**src/rtl/gbuf_pkg.sv**
```systemverilog
// Shared types and constants for the operand-A global buffer loader.
package gbuf_pkg;
    localparam int NUM_BANKS      = 8;
    localparam int BANK_DEPTH     = 2048;
    localparam int GBUF_ADDR_BITS = 16;

    typedef logic [2:0]                bank_t;
    typedef logic [GBUF_ADDR_BITS-1:0] addr_t;

    typedef enum logic [1:0] {
        IDLE,
        LOAD,
        FLUSH
    } ld_state_t;
endpackage

```
**src/rtl/gbuf_addr_gen.sv**
```systemverilog
// Bank/address walker: loads a start point, steps one word per advance,
// spills into the next bank at the end of a bank and flags running off the last bank.
module gbuf_addr_gen
    import gbuf_pkg::*;
#(
    parameter int ADDR_BITS  = 16,
    parameter int NUM_BANKS  = gbuf_pkg::NUM_BANKS,
    parameter int BANK_DEPTH = gbuf_pkg::BANK_DEPTH
)(
    input  logic                 clk,
    input  logic                 rst_n,
    input  logic                 i_load,
    input  bank_t                i_bank,
    input  logic [ADDR_BITS-1:0] i_base,
    input  logic                 i_advance,
    output bank_t                o_bank,
    output logic [ADDR_BITS-1:0] o_addr,
    output logic                 o_overflow
);
    localparam logic [ADDR_BITS-1:0] LAST_ADDR = ADDR_BITS'(BANK_DEPTH - 1);
    localparam bank_t                LAST_BANK = bank_t'(NUM_BANKS - 1);
    localparam logic [3:0]           BANK_LIM  = 4'(NUM_BANKS);

    bank_t                r_bank;
    logic [ADDR_BITS-1:0] r_addr;
    logic                 r_overflow;

    always_ff @(posedge clk or negedge rst_n) begin
        if (!rst_n) begin
            r_bank     <= '0;
            r_addr     <= '0;
            r_overflow <= 1'b0;
        end else if (i_load) begin
            r_bank     <= i_bank;
            r_addr     <= i_base;
            r_overflow <= ({1'b0, i_bank} >= BANK_LIM);
        end else if (i_advance) begin
            if (r_addr == LAST_ADDR) begin
                r_addr <= '0;
                r_bank <= r_bank + bank_t'(1);
                // sticky: once past the last bank nothing further is addressable
                if (r_bank == LAST_BANK)
                    r_overflow <= 1'b1;
            end else begin
                r_addr <= r_addr + ADDR_BITS'(1);
            end
        end
    end

    assign o_bank     = r_bank;
    assign o_addr     = r_addr;
    assign o_overflow = r_overflow;
endmodule

```
**src/rtl/gbuf_a_loader.sv**
```systemverilog
// Streaming write front end for the operand-A global buffer banks.
// Optional running checksum output enabled by GBUF_LOADER_CSUM_EN.
module gbuf_a_loader
    import gbuf_pkg::*;
#(
    parameter int ADDR_BITS  = 16,
    parameter int DATA_BITS  = 32,
    parameter int NUM_BANKS  = gbuf_pkg::NUM_BANKS,
    parameter int BANK_DEPTH = gbuf_pkg::BANK_DEPTH
)(
    input  logic                 clk,
    input  logic                 rst_n,
    input  logic                 cfg_valid,
    output logic                 cfg_ready,
    input  logic [2:0]           cfg_bank,
    input  logic [ADDR_BITS-1:0] cfg_base,
    input  logic [ADDR_BITS-1:0] cfg_len,
    input  logic                 in_valid,
    output logic                 in_ready,
    input  logic [DATA_BITS-1:0] in_data,
    output logic                 wr_en,
    output logic [ADDR_BITS-1:0] index,
    output logic [DATA_BITS-1:0] data_in,
    output logic [2:0]           buf_idx,
    output logic                 busy,
    output logic                 done,
`ifdef GBUF_LOADER_CSUM_EN
    output logic [DATA_BITS-1:0] csum,
`endif
    output logic                 overflow
);
    ld_state_t            r_state, w_next;
    logic [ADDR_BITS-1:0] r_rem;
    logic                 r_hs_d;
    logic                 r_wr_en;
    logic [ADDR_BITS-1:0] r_index;
    logic [DATA_BITS-1:0] r_data;
    bank_t                r_buf_idx;

    logic                 w_accept, w_hs, w_ovf;
    bank_t                w_bank;
    logic [ADDR_BITS-1:0] w_addr;

    assign w_accept = cfg_valid & (r_state == IDLE);
    assign w_hs     = in_valid & (r_state == LOAD);

    gbuf_addr_gen #(
        .ADDR_BITS  (ADDR_BITS),
        .NUM_BANKS  (NUM_BANKS),
        .BANK_DEPTH (BANK_DEPTH)
    ) u_addr_gen (
        .clk        (clk),
        .rst_n      (rst_n),
        .i_load     (w_accept),
        .i_bank     (cfg_bank),
        .i_base     (cfg_base),
        .i_advance  (w_hs),
        .o_bank     (w_bank),
        .o_addr     (w_addr),
        .o_overflow (w_ovf)
    );

    always_ff @(posedge clk or negedge rst_n) begin
        if (!rst_n) r_state <= IDLE;
        else        r_state <= w_next;
    end

    // FLUSH waits out the final write cycle so done lands after it
    always_comb begin
        w_next = r_state;
        case (r_state)
            IDLE:    if (w_accept) w_next = (cfg_len == '0) ? FLUSH : LOAD;
            LOAD:    if (w_hs && r_rem == ADDR_BITS'(1)) w_next = FLUSH;
            FLUSH:   if (!r_hs_d) w_next = IDLE;
            default: w_next = IDLE;
        endcase
    end

    always_ff @(posedge clk or negedge rst_n) begin
        if (!rst_n) begin
            r_rem     <= '0;
            r_hs_d    <= 1'b0;
            r_wr_en   <= 1'b0;
            r_index   <= '0;
            r_data    <= '0;
            r_buf_idx <= '0;
        end else begin
            r_hs_d  <= w_hs;
            r_wr_en <= w_hs & ~w_ovf;
            if (w_accept)  r_rem <= cfg_len;
            else if (w_hs) r_rem <= r_rem - ADDR_BITS'(1);
            // dropped overflow words leave the bank bus untouched
            if (w_hs && !w_ovf) begin
                r_index   <= w_addr;
                r_buf_idx <= w_bank;
                r_data    <= in_data;
            end
        end
    end

`ifdef GBUF_LOADER_CSUM_EN
    logic [DATA_BITS-1:0] r_csum;

    always_ff @(posedge clk or negedge rst_n) begin
        if (!rst_n)        r_csum <= '0;
        else if (w_accept) r_csum <= '0;
        else if (w_hs)     r_csum <= r_csum + in_data;
    end

    assign csum = r_csum;
`endif

    assign cfg_ready = (r_state == IDLE);
    assign in_ready  = (r_state == LOAD);
    assign busy      = (r_state != IDLE);
    assign done      = (r_state == FLUSH) & ~r_hs_d;
    assign overflow  = w_ovf;
    assign wr_en     = r_wr_en;
    assign index     = r_index;
    assign data_in   = r_data;
    assign buf_idx   = r_buf_idx;
endmodule

```
**config.mk**
```make
export PLATFORM = sky130hd
export DESIGN_NAME = gbuf_a_loader
export DESIGN_NICKNAME = d
export VERILOG_FILES = /design/src/rtl/gbuf_pkg.sv /design/src/rtl/gbuf_addr_gen.sv /design/src/rtl/gbuf_a_loader.sv
export SDC_FILE = /design/constraint.sdc
export NUM_CORES = 1
export LEC_CHECK = 0
export ABC_AREA = 0
export BUFFER_PORTS_ARGS = -buffer_cell sky130_fd_sc_hd__buf_2
export CAP_MARGIN = 20
export CORE_AREA = 2 2 98 100
export DETAILED_ROUTE_END_ITERATION = 8
export DIE_AREA = 0 0 100 102
export PLACE_DENSITY = 0.74
export SETUP_SLACK_MARGIN = 0.02
export SYNTH_ARGS = -nofsm -noshare
export SYNTH_HDL_FRONTEND = slang
export SYNTH_SLANG_ARGS = --single-unit
```
**constraint.sdc**
```tcl
create_clock -name clk -period 2.1 [get_ports clk]
set_input_delay 0.315 -clock clk [delete_from_list [all_inputs] [get_ports clk]]
set_output_delay 0.315 -clock clk [all_outputs]
set_load 0.05 [all_outputs]
```
==> results of run 1 <==
## cell families (layout without fill, tap and decap cells)
| family | count (synthesis) | after routing |
|---|---|---|
| simple gates | 103 | 103 |
| flops | 91 | 91 |
| compound gates | 71 | 71 |
| mux | 51 | 51 |
| buf+inv | 21 | 171 |
| xor+xnor | 8 | 8 |
| fa+ha+maj | 5 | 5 |
| other cells | 0 | 1 |
## synth_stat cells, types with 5 or more instances
library cell	number
mux2_2	51
nor2_1	17
nand3_1	10
a21oi_1	10
clkbuf_1	14
nor4_1	11
ha_1	5
xnor2_1	5
dfrtp_1	91
inv_1	6
a221o_1	6
o311ai_0	5
nor3_1	5
nand2_1	29
o21ai_0	20
## through the flow
| step | power, uW | hold slack, ns |
|---|---|---|
| 2_1_floorplan | 6653 | 0.01941 |
| 3_3_place_gp | 7923 | 0.2903 |
| 3_5_place_dp | 8078 | 0.2926 |
| 4_1_cts | 9289 | 0.1547 |
| 5_1_grt | 9816 | 0.1696 |
| 6_report | 9265 | 0.1744 |
## area by class of cell
type	instances	area (um2)	area share (%)
Clock buffer	10	127.6	2.422
Timing Repair Buffer	149	843.3	16.01
Inverter	6	22.52	0.4275
Sequential cell	91	2277	43.22
Clock inverter	6	72.57	1.377
Antenna cell	1	2.502	0.04749
Multi-Input combinational cell	238	1784	33.86
Tap cell	111	138.9	2.636
## final timing paths
| check | to | from | depth (start not counted) |
|---|---|---|---|
| min in group asynchronous | r_rem[6]$_DFFE_PN0P_ | rst_n | 2 |
| max in group asynchronous | u_addr_gen.o_addr[14]$_DFFE_PN0P_ | rst_n | 3 |
| worst max register to register | r_rem[13]$_DFFE_PN0P_ | r_rem[5]$_DFFE_PN0P_ | 5 |
| worst min register to register | index[11]$_DFFE_PN0P_ | index[11]$_DFFE_PN0P_ | 1 |
| worst min-delay path | u_addr_gen.o_addr[9]$_DFFE_PN0P_ | cfg_base[9] | 3 |
| worst max-delay path | r_rem[13]$_DFFE_PN0P_ | r_rem[5]$_DFFE_PN0P_ | 5 |
## power groups by stage
| stage | Clock (uW) | Sequential [uW] | Combinational, uW |
|---|---|---|---|
| finish | 1200 | 3180 | 4890 |
| detailed placement | 0 | 3190 | 4880 |
| global route | 1300 | 3300 | 5220 |
| floorplan | 0 | 4710 | 1940 |
| CTS | 1230 | 3160 | 4900 |
| global placement | 0 | 3140 | 4780 |
## repair_timing
| action | in CTS | in global routing |
|---|---|---|
| endpoints found under the setup margin | 5 | 8 |
| resized for setup | 0 | 7 |
| hold buffers | 1 | 0 |
| hold endpoints to repair | 33 | 0 |
| pin swaps | 2 | 0 |
## sequential cells by signal (all words and copies together) (netlist names)
name,cells
wr_en,1
buf_idx,3
data_in,32
r_hs_d,1
r_rem,16
u_addr_gen.o_bank,3
u_addr_gen.o_addr,16
r_state,2
index,16
u_addr_gen.o_overflow,1
## critical path, delay by kind of cell (launching register included)
kind,cells,cell delay (ns)
and+or+nand+nor,5,1.77
DFF,1,0.39
## layout by cell type, fill, tap and decap left out, drive strengths merged, types with 3 or more instances in the layout
cell type	synthesis	layout
o31ai	3	3
xor2	3	3
nand4	4	4
or3	4	4
or4	5	5
o211ai	4	4
nand3	10	10
nand2	29	29
nand2b	4	4
buf	1	148
o311ai	5	5
a2bb2oi	3	3
a22oi	4	4
nor2	17	17
a221o	6	6
a21oi	10	10
xnor2	5	5
ha	5	5
nor3b	4	4
inv	6	8
nor3	5	5
nor4	11	11
dfrtp	91	91
o21ai	20	20
mux2	51	51
clkbuf	14	10
## metal layers
| metal | global-route usage (%) | vias to the layer above |
|---|---|---|
| li1 | - | 1598 |
| met1 | 27.11 | 1683 |
| met2 | 34.10 | 89 |
| met3 | 2.804 | 19 |
| met4 | 8.957 | 0 |
| met5 | 0 | - |
==> qor.log, run 1 <==
[route] met2 wirelength from detailed routing 5249 um
[die] initial core utilization 45.01%
[critical_path] element type at the critical path end flop
[power_and_ir_drop] Worst VDD drop 640.4 uV
[synth] post-synthesis sequential element count 91
[synth] cell type with the largest total area after synthesis dfrtp_1
[power_and_ir_drop] clock network fraction of design power 12.9%
[synth] most area-consuming cells after synthesis dfrtp_1 56%, mux2_2 14%, nand2_1 2.7%
[run_status] outcome finished with violations
[synth] combinational family with the most area after synthesis multiplexers
[timing] setup repair after global routing missed its margin yes
[run_status] violations in the final reports setup timing
[clocking] number of buffers created by CTS 9
[final_layout] layout cell share with drive strength beyond 1 45.80%
[timing] max-slew headroom at the worst pin 69.38%
[critical_path] critical path launch point type flop
[synth] Simple-Gate Fraction of Synth Area 13.34%
[synth] number of nets produced by synthesis 426
[route] met3 layer wire length in the routed design 474 um
[power_and_ir_drop] register share of total power 34.3%
[synth] mux share of post-synthesis cell area 14.01%
[die] core region area 9109 um2
[route] Via density 5.538
[timing] highest attainable clock frequency 455.1 MHz
[final_layout] post-route insts no fill 612
[synth] proportion of register bits with asynchronous set or reset after synthesis 100.0%
[route] number of nets with antenna violations after routing 0
[final_layout] nets 571
[route] total number of vias 3389
[critical_path] WP data arrival 2.49 ns
[route] routed wire length 10320 um
[timing] final slew viol count 0
[synth] Post-synth top flop dfrtp_1
[clocking] number of H-tree levels 3
[critical_path] Worst Path Max Fanout 6
[power_and_ir_drop] Gate power share 52.7%
[die] count of boundary I/O pins 128
[clocking] clock transition at the registers of the reported paths 0.09 ns
[final_layout] layout overhead on the synthesized area 28.50%
[clocking] clock latency at the later pin of the worst-skew pair 0.36 ns
[final_layout] fillcell total 750
[placed_design] estimated wirelength of the detail-placed design 7652 um
[global_route] antenna violations before repair 0
[clocking] post-CTS setup repair buffer count 0
[global_route] pin count of the biggest net entering global routing 59
[clocking] clock sink total 91
[timing] worst setup margin -0.09750 ns
[power_and_ir_drop] switching share of total power 48.09%
[synth] Adder-Cell Fraction of Synth Area 1.526%
[placed_design] setup slack at placement -0.08480 ns
[clocking] maximum buffer depth of the clock tree 2
[synth] synthesized area divided by synthesized cell count 11.71 um2
[critical_path] cell-by-cell trace of the critical path or3_4 -> or4_4 -> or3_4 -> or4_4 -> nand3_2
[route] DRT iter0 DRCs 197
[die] DIE HEIGHT 102 um
[critical_path] Worst Setup Path Type reg2reg
[route] average wire per standard cell 16.87 um
[route] met1 wire length 4399 um
[synth] XOR/XNOR Fraction of Synth Area 1.709%
[placed_design] number of port buffers 127
[timing] Tcrit/Tclk final 104.6%
[timing] number of setup violations in the final report 3
[placed_design] Cell Area, Placed 5035 um2
[synth] post-synthesis instance area 4100 um2
[die] std cell rows 35
[die] die outline width 100 um
[global_route] aggregate global routing overflow 0
[timing] setup total negative slack -0.1523 ns
[global_route] vias in the first global route 3407
[placed_design] gp weighted congestion 0.8679
[critical_path] reg2reg setup slack -0.1 ns
[power_and_ir_drop] power density relative to cell area 1758 nW/um2
[timing] slew at the pin closest to its max-slew limit 0.4593 ns
[clocking] clock tree from TritonCTS done
[global_route] wire length of the first global-routing pass 16500 um
[hold_path] worst hold-check path type in2reg
[global_route] overall track demand over capacity in global routing 20.49%
[timing] Worst Skew 0.01226 ns
[critical_path] critical-path cell with the highest stage delay or4_4
[placed_design] total instance count after detailed placement 594
[route] top routing layer in use met4
[final_layout] Post-Layout Inst Area 5269 um2
[synth] EDFF count, synth 0
[synth] cells after synthesis 350
[die] die area 10200 um2
[power_and_ir_drop] Power Internal 4809 uW
[timing] crit path time final 2.197 ns
[route] post-route DRC violation count 0
[critical_path] Worst EP required 2.39 ns
[power_and_ir_drop] net switching power 4456 uW
[power_and_ir_drop] leakage dissipation 0.002409 uW
[synth] share of synthesized area occupied by flip-flops and latches 55.54%
[critical_path] max incr delay on CP 0.45 ns
[route] length of the first detailed-routing pass in iterations 4
[synth] compound-cell area share of the yosys netlist 11.93%
[final_layout] Util after Layout 57.84%
[synth] Warnings, synthesis 0
[synth] post-synth cell types 48
[clocking] clock root buffer master clkbuf_8
[synth] area share of the largest cell type after synthesis 55.54%
[timing] Final Hold Viols 0
[flow_run] number of max-cap violations 0
(Power assumes the default switching activity.)
==> inputs of run 2 (changes only) <==
Settings changed: PLACE_DENSITY 0.74 to unset, PLACE_DENSITY_LB_ADDON set to 0.05.
==> qor.log, run 2 (same netlist as run 1, synthesis figures left out) <==
[run_status] outcome finished with violations
[run_status] violations in the final reports setup timing
[clocking] clock sink total 91
[timing] final slew viol count 0
[timing] max-slew headroom at the worst pin 69.05%
[final_layout] most used cells in the layout excluding fill and tap cells 126 x buf_2, 91 x dfrtp_1, 51 x mux2_2
[critical_path] WP data arrival 2.44 ns
[timing] Worst Skew 0.01147 ns
[timing] setup total negative slack -0.2390 ns
[route] Via density 5.447
[clocking] clock tree from TritonCTS done
[power_and_ir_drop] clock network fraction of design power 13.1%
[clocking] clock transition at the registers of the reported paths 0.10 ns
[critical_path] reg2reg setup slack -0.08 ns
[clocking] post-CTS setup repair buffer count 0
[hold_path] worst hold-check path type in2reg
[global_route] antenna violations before repair 0
[final_layout] nets 574
[clocking] clock root buffer master clkbuf_8
[timing] number of setup violations in the final report 4
[route] routed wire length 9995 um
[die] die area 10200 um2
[power_and_ir_drop] net switching power 4413 uW
[timing] setup repair after global routing missed its margin yes
[power_and_ir_drop] Gate power share 52.9%
[die] die outline width 100 um
[critical_path] Worst EP required 2.36 ns
[clocking] number of buffers created by CTS 9
[die] core region area 9109 um2
[power_and_ir_drop] switching share of total power 47.79%
[route] average wire per standard cell 16.31 um
[global_route] Most Crowded Layer GR met2
[placed_design] total instance count after detailed placement 597
[die] initial core utilization 45.01%
[critical_path] Worst Path Max Fanout 6
[die] count of boundary I/O pins 128
[placed_design] gp weighted congestion 0.8362
[timing] slew at the pin closest to its max-slew limit 0.4643 ns
[route] number of nets with antenna violations after routing 0
[global_route] overall track demand over capacity in global routing 20.02%
[timing] worst setup margin -0.08420 ns
[power_and_ir_drop] power density relative to cell area 1750 nW/um2
[final_layout] number of inserted diodes 0
[clocking] maximum buffer depth of the clock tree 2
[global_route] grt met3 use 5.062%
[die] DIE HEIGHT 102 um
[timing] Final Hold Viols 0
[global_route] met2 routing resource usage after global routing 32.48%
[route] DRT iter0 DRCs 84
[placed_design] number of port buffers 127
[final_layout] layout overhead on the synthesized area 28.72%
[global_route] aggregate global routing overflow 0
[timing] highest attainable clock frequency 457.8 MHz
[route] length of the first detailed-routing pass in iterations 5
[power_and_ir_drop] register share of total power 34.1%
[power_and_ir_drop] leakage dissipation 0.002418 uW
[final_layout] number of flip-flops under the largest register name 32
[critical_path] Worst Setup Path Type reg2reg
[final_layout] most common cell after layout, fill and taps aside buf_2
[route] post-route DRC violation count 0
[die] std cell rows 35
[route] total number of vias 3339
[clocking] clock latency at the later pin of the worst-skew pair 0.37 ns
[final_layout] layout cell share with drive strength beyond 1 45.82%
[timing] crit path time final 2.184 ns
[critical_path] critical path launch point type flop
[critical_path] element type at the critical path end flop
[placed_design] estimated wirelength of the detail-placed design 7333 um
[global_route] pin count of the biggest net entering global routing 41
[clocking] number of H-tree levels 3
[timing] Tcrit/Tclk final 104.0%
[global_route] Global Route met1 Usage 26.16%
[timing] final hold slack 0.1398 ns
[final_layout] post-route insts no fill 613
[flow_run] number of max-cap violations 0
[global_route] vias in the first global route 3187
[power_and_ir_drop] Worst VDD drop 815.1 uV
[power_and_ir_drop] Power Internal 4822 uW
[global_route] wire length of the first global-routing pass 15790 um
==> run 2: cell type report <==
type,instances,area (um2)
timing repair buffer,152,878.3
clock inverter,6,65.06
inverter,6,22.52
multi-input combinational,238,1772
tap,111,138.9
sequential,91,2277
clock buffer,9,123.9
fill,831,3831
==> run 2: final timing paths <==
| path | startpoint | endpoint | cells past startpoint |
|---|---|---|---|
| max | r_rem[5]$_DFFE_PN0P_ | r_rem[11]$_DFFE_PN0P_ | 5 |
| min | cfg_base[11] | u_addr_gen.o_addr[11]$_DFFE_PN0P_ | 3 |
| max reg2reg | r_rem[5]$_DFFE_PN0P_ | r_rem[11]$_DFFE_PN0P_ | 5 |
| min reg2reg | data_in[28]$_DFFE_PN0P_ | data_in[28]$_DFFE_PN0P_ | 1 |
| max in group asynchronous | rst_n | u_addr_gen.o_addr[0]$_DFFE_PN0P_ | 3 |
| min in group asynchronous | rst_n | r_rem[9]$_DFFE_PN0P_ | 2 |
==> run 2: critical path, stage by stage, from the launching register on <==
cell and delay, ns:
dfrtp_1 0.39, or3_4 0.38, or4_4 0.44, or3_4 0.41, and3_4 0.19, a211o_1 0.25
==> run 2: power by group through the flow <==
stage / Clock [uW] / Sequential, uW / Combinational, uW
2_1_floorplan: 0 / 4710 / 1940
3_3_place_gp: 0 / 3150 / 4840
3_5_place_dp: 0 / 3180 / 4900
4_1_cts: 1220 / 3150 / 4920
5_1_grt: 1290 / 3270 / 5240
6_report: 1210 / 3150 / 4880
==> run 2: layer usage <==
metal  wire length (um)  vias to the layer above
met5                  0                        -
met4                137                        0
met3                584                        8
met2               4808                       90
met1               4465                     1640
li1                   -                     1601
==> run 2: metrics by stage <==
step	utilization, %	area (um2)	setup slack (ns)	power, uW
after CTS	57.84	5269	-0.08593	9296
after global routing	57.94	5278	-0.1437	9802
final	57.94	5278	-0.08420	9236
after detailed placement	55.66	5070	-0.09119	8084
after global placement	55.66	5070	-0.05400	7993
after floorplan	-	4114	-0.1469	6653
==> run 2: what timing repair did <==
item / 4_1_cts / 5_1_grt
gates resized for setup: 0 / 3
endpoints found under the hold margin: 32 / 0
setup endpoints to repair: 5 / 7
hold buffers: 1 / 0
pin swaps: 1 / 0
